===== src/rtl/riscv_pkg.sv =====
// -----------------------------------------------------------------------------
// riscv_pkg
// Shared types for the load/store path.
//   mem_size_e  : access size presented by the decoder (byte / half / word)
//   lsu_state_e : load_store_unit sequencing states
//   BE_*        : byte-enable patterns before shifting into their lane
//   is_misaligned() : half at odd address, or word not on a 4-byte boundary
//   lane_offset()   : byte lane an access lands on, with the low address
//                     bits that the size cannot use forced to zero
// -----------------------------------------------------------------------------
package riscv_pkg;

    typedef enum logic [1:0] {
        MEM_BYTE  = 2'b00,
        MEM_HALFW = 2'b01,
        MEM_WORD  = 2'b10
    } mem_size_e;

    typedef enum logic [1:0] {
        IDLE = 2'b00,
        REQ  = 2'b01,
        WAIT = 2'b10,
        DONE = 2'b11
    } lsu_state_e;

    localparam logic [3:0] BE_BYTE = 4'b0001;
    localparam logic [3:0] BE_HALF = 4'b0011;
    localparam logic [3:0] BE_WORD = 4'b1111;

    function automatic logic is_misaligned(input mem_size_e size, input logic [1:0] lo);
        case (size)
            MEM_BYTE:  return 1'b0;
            MEM_HALFW: return lo[0];
            default:   return lo != 2'b00;
        endcase
    endfunction

    function automatic logic [1:0] lane_offset(input mem_size_e size, input logic [1:0] lo);
        case (size)
            MEM_BYTE:  return lo;
            MEM_HALFW: return {lo[1], 1'b0};
            default:   return 2'b00;
        endcase
    endfunction

endpackage


===== src/rtl/lsu_data_align.sv =====
// -----------------------------------------------------------------------------
// lsu_data_align
// Purely combinational lane logic for the load/store unit.
// Store side:
//   st_size, st_off, store_data -> be (byte enables), wdata (lane-replicated)
// Load side:
//   ld_size, ld_off, ld_usign, rdata -> ldata (shifted down, sign/zero extended)
// Offsets are expected to be already aligned to the access size.
// -----------------------------------------------------------------------------
module lsu_data_align
    import riscv_pkg::*;
(
    input  mem_size_e   st_size,
    input  logic [1:0]  st_off,
    input  logic [31:0] store_data,
    output logic [3:0]  be,
    output logic [31:0] wdata,

    input  mem_size_e   ld_size,
    input  logic [1:0]  ld_off,
    input  logic        ld_usign,
    input  logic [31:0] rdata,
    output logic [31:0] ldata
);

    logic [31:0] shifted;

    always_comb begin
        be    = BE_WORD;
        wdata = store_data;
        case (st_size)
            MEM_BYTE: begin
                be    = BE_BYTE << st_off;
                wdata = {4{store_data[7:0]}};
            end
            MEM_HALFW: begin
                be    = BE_HALF << {st_off[1], 1'b0};
                wdata = {2{store_data[15:0]}};
            end
            default: begin
                be    = BE_WORD;
                wdata = store_data;
            end
        endcase
    end

    always_comb begin
        shifted = rdata >> {ld_off, 3'b000};
        ldata   = shifted;
        case (ld_size)
            MEM_BYTE:  ldata = {{24{~ld_usign & shifted[7]}},  shifted[7:0]};
            MEM_HALFW: ldata = {{16{~ld_usign & shifted[15]}}, shifted[15:0]};
            default:   ldata = shifted;
        endcase
    end

endmodule


===== src/rtl/load_store_unit.sv =====
// -----------------------------------------------------------------------------
// load_store_unit
// Sequences one load or store per instruction onto a simple req/gnt/rvalid bus,
// stalling the pipeline until the access finishes, times out, or traps.
//
// Build option: define LSU_MISALIGN_TRAP_EN to trap misaligned half/word
// accesses (no bus cycle, misaligned pulse). Without it misaligned is tied to 0
// and the unusable low address bits are ignored.
//
// Ports
//   clk, rst_n            clock, async active-low reset
//   mem_read, mem_write   access request from the current instruction
//   mem_size              byte / half / word
//   mem_usign_load        1 = zero-extend load, 0 = sign-extend
//   addr, store_data      ALU byte address, rs2 value
//   load_data             extended load result (valid in DONE)
//   stall                 high while the access is in progress
//   bus_err               one-cycle pulse in DONE after a timeout
//   misaligned            one-cycle pulse in DONE after a trapped access
//   bus_*                 word-aligned memory bus
//
// state | meaning
// ------+---------------------------------------------------------------
// IDLE  | waiting for mem_read/mem_write; captures the access when seen
// REQ   | bus_req high, holding address/enables/data until bus_gnt
// WAIT  | load granted, waiting for bus_rvalid
// DONE  | one cycle with stall low; result/error pulses visible
// -----------------------------------------------------------------------------
module load_store_unit
    import riscv_pkg::*;
#(
    parameter int TIMEOUT_CYCLES = 256
) (
    input  logic        clk,
    input  logic        rst_n,
    input  logic        mem_read,
    input  logic        mem_write,
    input  mem_size_e   mem_size,
    input  logic        mem_usign_load,
    input  logic [31:0] addr,
    input  logic [31:0] store_data,
    output logic [31:0] load_data,
    output logic        stall,
    output logic        bus_err,
    output logic        misaligned,
    output logic        bus_req,
    output logic        bus_we,
    output logic [31:0] bus_addr,
    output logic [3:0]  bus_be,
    output logic [31:0] bus_wdata,
    input  logic        bus_gnt,
    input  logic        bus_rvalid,
    input  logic [31:0] bus_rdata
);

    localparam int              CW       = $clog2(TIMEOUT_CYCLES + 1);
    localparam logic [CW-1:0]   CNT_LAST = CW'(TIMEOUT_CYCLES - 1);

    lsu_state_e  state_q, state_d;
    logic [CW-1:0] cnt_q;

    logic        we_q;
    logic        usign_q;
    mem_size_e   size_q;
    logic [1:0]  off_q;
    logic [31:0] addr_q;
    logic [3:0]  be_q;
    logic [31:0] wdata_q;
    logic [31:0] ld_q;
    logic        err_q;

    logic        access;
    logic        timeout;
    logic        capture;
    logic        tout_hit;
    logic [1:0]  off_now;
    logic [3:0]  be_w;
    logic [31:0] wdata_w;
    logic [31:0] ldata_w;

`ifdef LSU_MISALIGN_TRAP_EN
    logic        mis_now;
    logic        mis_q;
    assign mis_now = is_misaligned(mem_size, addr[1:0]);
`endif

    assign access  = mem_read | mem_write;
    assign off_now = lane_offset(mem_size, addr[1:0]);
    assign timeout = (cnt_q == CNT_LAST);

    lsu_data_align u_align (
        .st_size    (mem_size),
        .st_off     (off_now),
        .store_data (store_data),
        .be         (be_w),
        .wdata      (wdata_w),
        .ld_size    (size_q),
        .ld_off     (off_q),
        .ld_usign   (usign_q),
        .rdata      (bus_rdata),
        .ldata      (ldata_w)
    );

    // A normal completion in the last allowed cycle wins over the timeout.
    always_comb begin
        state_d  = state_q;
        stall    = 1'b0;
        capture  = 1'b0;
        tout_hit = 1'b0;
        case (state_q)
            IDLE: begin
                if (access) begin
                    stall = 1'b1;
`ifdef LSU_MISALIGN_TRAP_EN
                    state_d = mis_now ? DONE : REQ;
`else
                    state_d = REQ;
`endif
                end
            end
            REQ: begin
                stall = 1'b1;
                if (bus_gnt) begin
                    if (we_q) begin
                        state_d = DONE;
                    end else if (bus_rvalid) begin
                        capture = 1'b1;
                        state_d = DONE;
                    end else begin
                        state_d = WAIT;
                    end
                end else if (timeout) begin
                    tout_hit = 1'b1;
                    state_d  = DONE;
                end
            end
            WAIT: begin
                stall = 1'b1;
                if (bus_rvalid) begin
                    capture = 1'b1;
                    state_d = DONE;
                end else if (timeout) begin
                    tout_hit = 1'b1;
                    state_d  = DONE;
                end
            end
            DONE: begin
                state_d = IDLE;
            end
            default: begin
                state_d = IDLE;
            end
        endcase
    end

    always_ff @(posedge clk or negedge rst_n) begin
        if (!rst_n) begin
            state_q <= IDLE;
        end else begin
            state_q <= state_d;
        end
    end

    always_ff @(posedge clk or negedge rst_n) begin
        if (!rst_n) begin
            cnt_q <= '0;
        end else if (state_q == IDLE) begin
            cnt_q <= '0;
        end else if (state_q == REQ || state_q == WAIT) begin
            cnt_q <= cnt_q + CW'(1);
        end
    end

    always_ff @(posedge clk or negedge rst_n) begin
        if (!rst_n) begin
            we_q    <= 1'b0;
            usign_q <= 1'b0;
            size_q  <= MEM_BYTE;
            off_q   <= 2'b00;
            addr_q  <= '0;
            be_q    <= '0;
            wdata_q <= '0;
            ld_q    <= '0;
            err_q   <= 1'b0;
`ifdef LSU_MISALIGN_TRAP_EN
            mis_q   <= 1'b0;
`endif
        end else begin
            if (state_q == IDLE && access) begin
                // mem_write wins when both are set: the access is a store.
                we_q    <= mem_write;
                usign_q <= mem_usign_load;
                size_q  <= mem_size;
                off_q   <= off_now;
                addr_q  <= {addr[31:2], 2'b00};
                be_q    <= be_w;
                wdata_q <= wdata_w;
                err_q   <= 1'b0;
`ifdef LSU_MISALIGN_TRAP_EN
                mis_q   <= mis_now;
                if (mis_now) begin
                    ld_q <= '0;
                end
`endif
            end
            if (capture) begin
                ld_q <= ldata_w;
            end
            if (tout_hit) begin
                ld_q  <= '0;
                err_q <= 1'b1;
            end
        end
    end

    assign bus_req   = (state_q == REQ);
    assign bus_we    = we_q;
    assign bus_addr  = addr_q;
    assign bus_be    = be_q;
    assign bus_wdata = wdata_q;
    assign load_data = ld_q;
    assign bus_err   = (state_q == DONE) & err_q;
`ifdef LSU_MISALIGN_TRAP_EN
    assign misaligned = (state_q == DONE) & mis_q;
`else
    assign misaligned = 1'b0;
`endif

endmodule


===== config.mk =====
export PLATFORM = sky130hd
export DESIGN_NAME = load_store_unit
export DESIGN_NICKNAME = d
export VERILOG_FILES = /design/src/rtl/riscv_pkg.sv /design/src/rtl/lsu_data_align.sv /design/src/rtl/load_store_unit.sv
export SDC_FILE = /design/constraint.sdc
export NUM_CORES = 1
export LEC_CHECK = 0
export ABC_CLOCK_PERIOD_IN_PS = 4400
export CORE_UTILIZATION = 45
export CTS_CLUSTER_SIZE = 20
export DETAILED_ROUTE_END_ITERATION = 12
export GPL_TIMING_DRIVEN = 0
export PLACE_DENSITY = 0.89
export RECOVER_POWER = 50
export SLEW_MARGIN = 10
export SYNTH_ARGS = -nofsm -noshare
export SYNTH_HDL_FRONTEND = slang
export SYNTH_HIERARCHICAL = 1
export SYNTH_SLANG_ARGS = --single-unit

===== constraint.sdc =====
create_clock -name clk -period 4.4 [get_ports clk]
set_input_delay 0.88 -clock clk [delete_from_list [all_inputs] [get_ports clk]]
set_output_delay 0.88 -clock clk [all_outputs]
set_load 0.005 [all_outputs]

### Yosys cells after proc, flatten, opt, wreduce, memory -nomap -nowiden

Cells that the tools add are included.

* flip-flop bits (word level): 116
* input port bits: 105
* output and inout bits: 105
* logic and storage cells: 63

* $add $sub $neg: 1
* equal/unequal tests: 7
* shifts and indexed selects: 3
* muxes and demuxes: 27
* bitwise operators: 5
* reduce and logical (&&, ||, !) cells: 9

Operator list (count)
* case mux 32 bit (2 select lines): 2
* two-way mux 32 bit: 2
* right shift 32 x 5 -> 32 bit: 1
* two-way mux 9 bit: 2
* two-way mux 1 bit: 11
* adder 9 x 1 -> 9 bit (second input constant): 1
* == test 9 x 8 -> 1 bit (second input constant): 1
* two-way mux 2 bit: 4
* case mux 2 bit (4 select lines): 1
* case mux 4 bit (2 select lines): 1
* == test 2 x 1 -> 1 bit (second input constant): 3
* zero test 2 bit: 3
* case mux 1 bit (2 select lines): 3
* nonzero test 2 bit: 3
* == test 2 bit (second input constant): 2
* case mux 2 bit (2 select lines): 1
* left shift 1 x 2 -> 4 bit (first input constant): 1
* left shift 2 x 2 -> 4 bit (first input constant): 1
* bitwise AND 1 bit: 3
* != test 2 bit (second input constant): 1
* OR reduction 2 bit: 1
* logical AND 1 bit: 1
* logical OR 1 bit: 1
* NOT 1 bit: 1
* OR 1 bit: 1

### Depth between registers and ports, before layout

* word-level depth: 6
* depth in mapped cells: 9
* mapped depth without buffers: 8

### Cells and area by module

Netlist, hierarchy kept.

By module, submodules not included
* load_store_unit: instances 1, cells each 472, area an instance 5480.3 um^2, seq. area each 2902.8 um^2
* lsu_data_align: instances 1, cells each 167, area an instance 1148.6 um^2, seq. area each 0.0 um^2

### Worst setup path before layout

No wires, ideal clock.

* path type: input to output
* start: input mem_write
* end: output stall
* data arrival time: 1519 ps
* required time: 3520 ps
* slack: 2001 ps
* cell stages on the path: 4
* path buffers: 2
* path through: o21ai_0 > buf_2 > buf_4 > a21oi_1

* longest elaborated chain between the ends: 3

Ends and longest elaborated chain
* start: declaration: RTL line load_store_unit.sv:37 `input logic mem_write,`
* OR 1 bit: RTL line load_store_unit.sv:87 `assign access = mem_read | mem_write;`
* two-way mux 1 bit: RTL line load_store_unit.sv:112 `if (access) begin`
* case mux 1 bit (2 select lines): RTL line load_store_unit.sv:110 `case (state_q)`
* end: declaration: RTL line load_store_unit.sv:43 `output logic stall,`

Every way passes these cells.

### Worst setup path in the final report

Ends and elaborated chain as after synthesis.

==> flow_metrics.py <==
metrics = {
    "run_status": {
        "outcome": "finished, violations left",
        "failing_checks": "capacitance limit, slew limit",
    },
    "cts": {
        "clock-root-buffer": "sky130_fd_sc_hd__clkbuf_16",
        "maximum_root_to_sink_buffer_count": 2,
        "cts_num_sinks": 116,
        "hold_buffers": 0,
        "cts-resized-gates": 0,
        "post-cts-setup-buffer-count": 0,
        "worstSkewPairLatency_ns": 0.42,
        "cts.htree.levels": 4,
        "tritoncts_buffers": 17,
        "path_clk_slew_ns": 0.05,
        "cts_tree": "built",
    },
    "floorplan": {
        "dieWidth_um": 123,
        "die_area_um2": 15200,
        "chip_height_um": 123,
        "coreArea_um2": 14100,
        "top_level_ports": 210,
        "initial_core_util": 0.468,
        "rows": 43,
    },
    "setup_path": {
        "cp.required_ns": 3.52,
        "cp_data_arrival_time_ns": 3.08,
        "cp_max_fo": 10,
        "critPathKind": "in -> out",
        "endpoint_kind": "primary output",
        "start_kind": "input pin",
        "crit-reg2reg-launch": "cnt_q[0]$_DFFE_PN0P_",
        "critical_path.startpoint": "mem_write",
    },
    "drt": {
        "detail_route.wirelength_um": 20600,
        "drtAntennaViolNets": 0,
        "vias": 6258,
        "first_pass_iters": 5,
        "vias_per_cell": 5.90,
        "final_routed_wire_length_divided_by_cell_count_um": 19.4,
        "detail_route.iter0.violations": 686,
        "detail_route.drc_violations": 0,
    },
    "timing": {
        "clock.fmax_mhz": 252,
        "worst_pin_slew_ns": 2.96,
        "finalSetupViolations": 0,
        "slew_viol_final": 51,
        "skew_ns": 0.00746,
        "remaining_max_slew_budget_at_the_tightest_pin": -0.976,
        "layout_setup_ws_ns": 0.435,
        "fin_crit_sh": 0.901,
        "timing_hold_violations_final": 0,
        "fin_crit_ns": 3.96,
        "fin_setup_tns_ns": 0,
        "rsz0062_at_grt": "false",
    },
    "placed_design": {
        "dp_hpwl_um": 14600,
        "total_of_buffers_placed_on_input_and_output_ports": 206,
        "globalplace.congestion": 0.971,
        "dpl_worst_slack_ns": 0.712,
    },
    "global_routing": {
        "grt_max_degree": 67,
        "grt_antenna_before_repair": 0,
        "globalRouteOverflowTotal": 0,
        "via_count_of_the_first_global_routing_pass": 6210,
        "gr-usage-all-layers": 0.281,
        "grt_pass1_wl_um": 32400,
    },
    "layout": {
        "design.final.nets": 980,
        "commonest_non_fill_non_tap_cells_in_the_layout": "168 x sky130_fd_sc_hd__clkdlybuf4s50_1, 116 x sky130_fd_sc_hd__dfrtp_1, 87 x sky130_fd_sc_hd__mux2_2",
        "drive_above_1_share": 0.189,
        "area.growth.synth_to_final_pct": 44.2,
        "antenna_cells": 0,
        "mostFrequentLayoutCell": "sky130_fd_sc_hd__clkdlybuf4s50_1",
    },
    "yosys": {
        "yosysUniqueCellTypes": 45,
        "yosysSeqAreaShare": 0.438,
        "synth_enable_flop_cells": 0,
        "netlist_instances": 639,
        "syn_avg_cell_area_um2": 10.4,
        "synth_async_sr_flop_share": 1.00,
        "ys.flop_type": "sky130_fd_sc_hd__dfrtp_1",
        "synth_warnings": 6,
        "synth.largest_area_cell": "sky130_fd_sc_hd__dfrtp_1",
        "ys_top_cells_by_area": "sky130_fd_sc_hd__dfrtp_1 44%, sky130_fd_sc_hd__mux2_2 15%, sky130_fd_sc_hd__nand4_1 6.0%, sky130_fd_sc_hd__mux2i_1 4.7%, sky130_fd_sc_hd__a41oi_1 4.2%",
        "synth-seq-cells": 116,
        "post_synth_instance_area_um2": 6630,
        "synth_top_area_share": 0.438,
    },
    "min_path": {
        "min_path_type": "reg -> reg",
        "worst_hold_startpoint": "err_q$_DFFE_PN0P_",
    },
    "job": {
        "max_capacitance_violation_total": 1,
    },
    "pwr": {
        "power.density_nw_per_um2": 713,
        "static-leakage-power_nw": 3.90,
        "ir_drop_v": 0.000421,
    },
}
## where the power goes
group / internal (mW) / switching (mW)
registers: 1.56 / 0.353
logic: 1.79 / 1.66
clock network: 0.937 / 0.512
total: 4.29 / 2.53
## routing by layer
layer  routed length (µm)  vias to the layer above  GRT usage
li1                     -                     2825          -
met1                 7930                     3020      0.336
met2                 9970                      369      0.468
met3                 2190                       44     0.0946
met4                  459                        0      0.103
met5                    0                        -          0
## registers in the layout, indices dropped and copies added (netlist names)
name	flops
load_data	32
state_q	2
bus_be	4
bus_we	1
size_q	2
off_q	2
err_q	1
bus_addr	30
cnt_q	9
usign_q	1
bus_wdata	32
## logic make-up (layout without fill, tap and decap cells)
| kind of cell | after synthesis | count (layout) | synth area share |
|---|---|---|---|
| and+or+nand+nor | 224 | 224 | 0.185 |
| muxes | 118 | 118 | 0.195 |
| DFF | 116 | 116 | 0.438 |
| AOI/OAI and AO/OA | 96 | 96 | 0.106 |
| buffers and inverters | 76 | 315 | 0.0613 |
| adders and majority gates | 8 | 8 | 0.0151 |
| other | 1 | 3 | 0.000566 |
## cell type report
class | instances | area, µm²
Fill cell | 1031 | 4590
Multi-Input combinational cell | 449 | 3330
Sequential cell | 116 | 2900
Timing Repair Buffer | 207 | 2080
Clock buffer | 21 | 470
Buffer | 68 | 372
Tap cell | 180 | 225
Clock inverter | 11 | 149
Inverter | 8 | 30.0
## cells in the mapped netlist, types with 5 or more instances
library cell / n
sky130_fd_sc_hd__buf_4: 21
sky130_fd_sc_hd__o21ai_0: 21
sky130_fd_sc_hd__nor2_1: 23
sky130_fd_sc_hd__ha_1: 8
sky130_fd_sc_hd__nand4_1: 64
sky130_fd_sc_hd__mux2_2: 87
sky130_fd_sc_hd__clkbuf_1: 28
sky130_fd_sc_hd__a21oi_1: 11
sky130_fd_sc_hd__dfrtp_1: 116
sky130_fd_sc_hd__nand2b_1: 5
sky130_fd_sc_hd__nand3b_1: 34
sky130_fd_sc_hd__a211oi_1: 14
sky130_fd_sc_hd__a41oi_1: 32
sky130_fd_sc_hd__nor2b_1: 10
sky130_fd_sc_hd__nand2_1: 71
sky130_fd_sc_hd__mux2i_1: 31
sky130_fd_sc_hd__inv_1: 8
sky130_fd_sc_hd__buf_2: 16
## final timing paths
check | endpoint | slack (ns) | cells past startpoint
hold reg to reg | err_q$_DFFE_PN0P_ | 0.48 | 1
max in group asynchronous | bus_addr[14]$_DFFE_PN0P_ | 1.27 | 1
setup reg to reg | load_data[11]$_DFFE_PN0P_ | 2.11 | 9
min in group asynchronous | load_data[11]$_DFFE_PN0P_ | 1.41 | 1
hold / removal | err_q$_DFFE_PN0P_ | 0.48 | 1
setup / recovery | stall | 0.44 | 6
## metrics by stage
step	utilization	hold WS, ns	total power [mW]	area, µm²	cells
3_5_place_dp	0.633	0.468	5.37	8950	1028
3_3_place_gp	0.631	0.462	5.28	8920	1027
5_1_grt	0.676	0.497	7.23	9560	1060
6_report	0.676	0.478	6.82	9560	1060
2_1_floorplan	-	0.442	3.78	6640	641
4_1_cts	0.676	0.420	6.88	9570	1060
## worst max-delay path, stage by stage
cell                              delay (ns)
sky130_fd_sc_hd__clkdlybuf4s50_1        0.48
sky130_fd_sc_hd__o21ai_0                0.35
sky130_fd_sc_hd__clkbuf_1               0.49
sky130_fd_sc_hd__buf_4                  0.30
sky130_fd_sc_hd__a21oi_1                0.11
sky130_fd_sc_hd__clkdlybuf4s50_1        0.47
No activity file was read; power rests on OpenSTA's default activity.
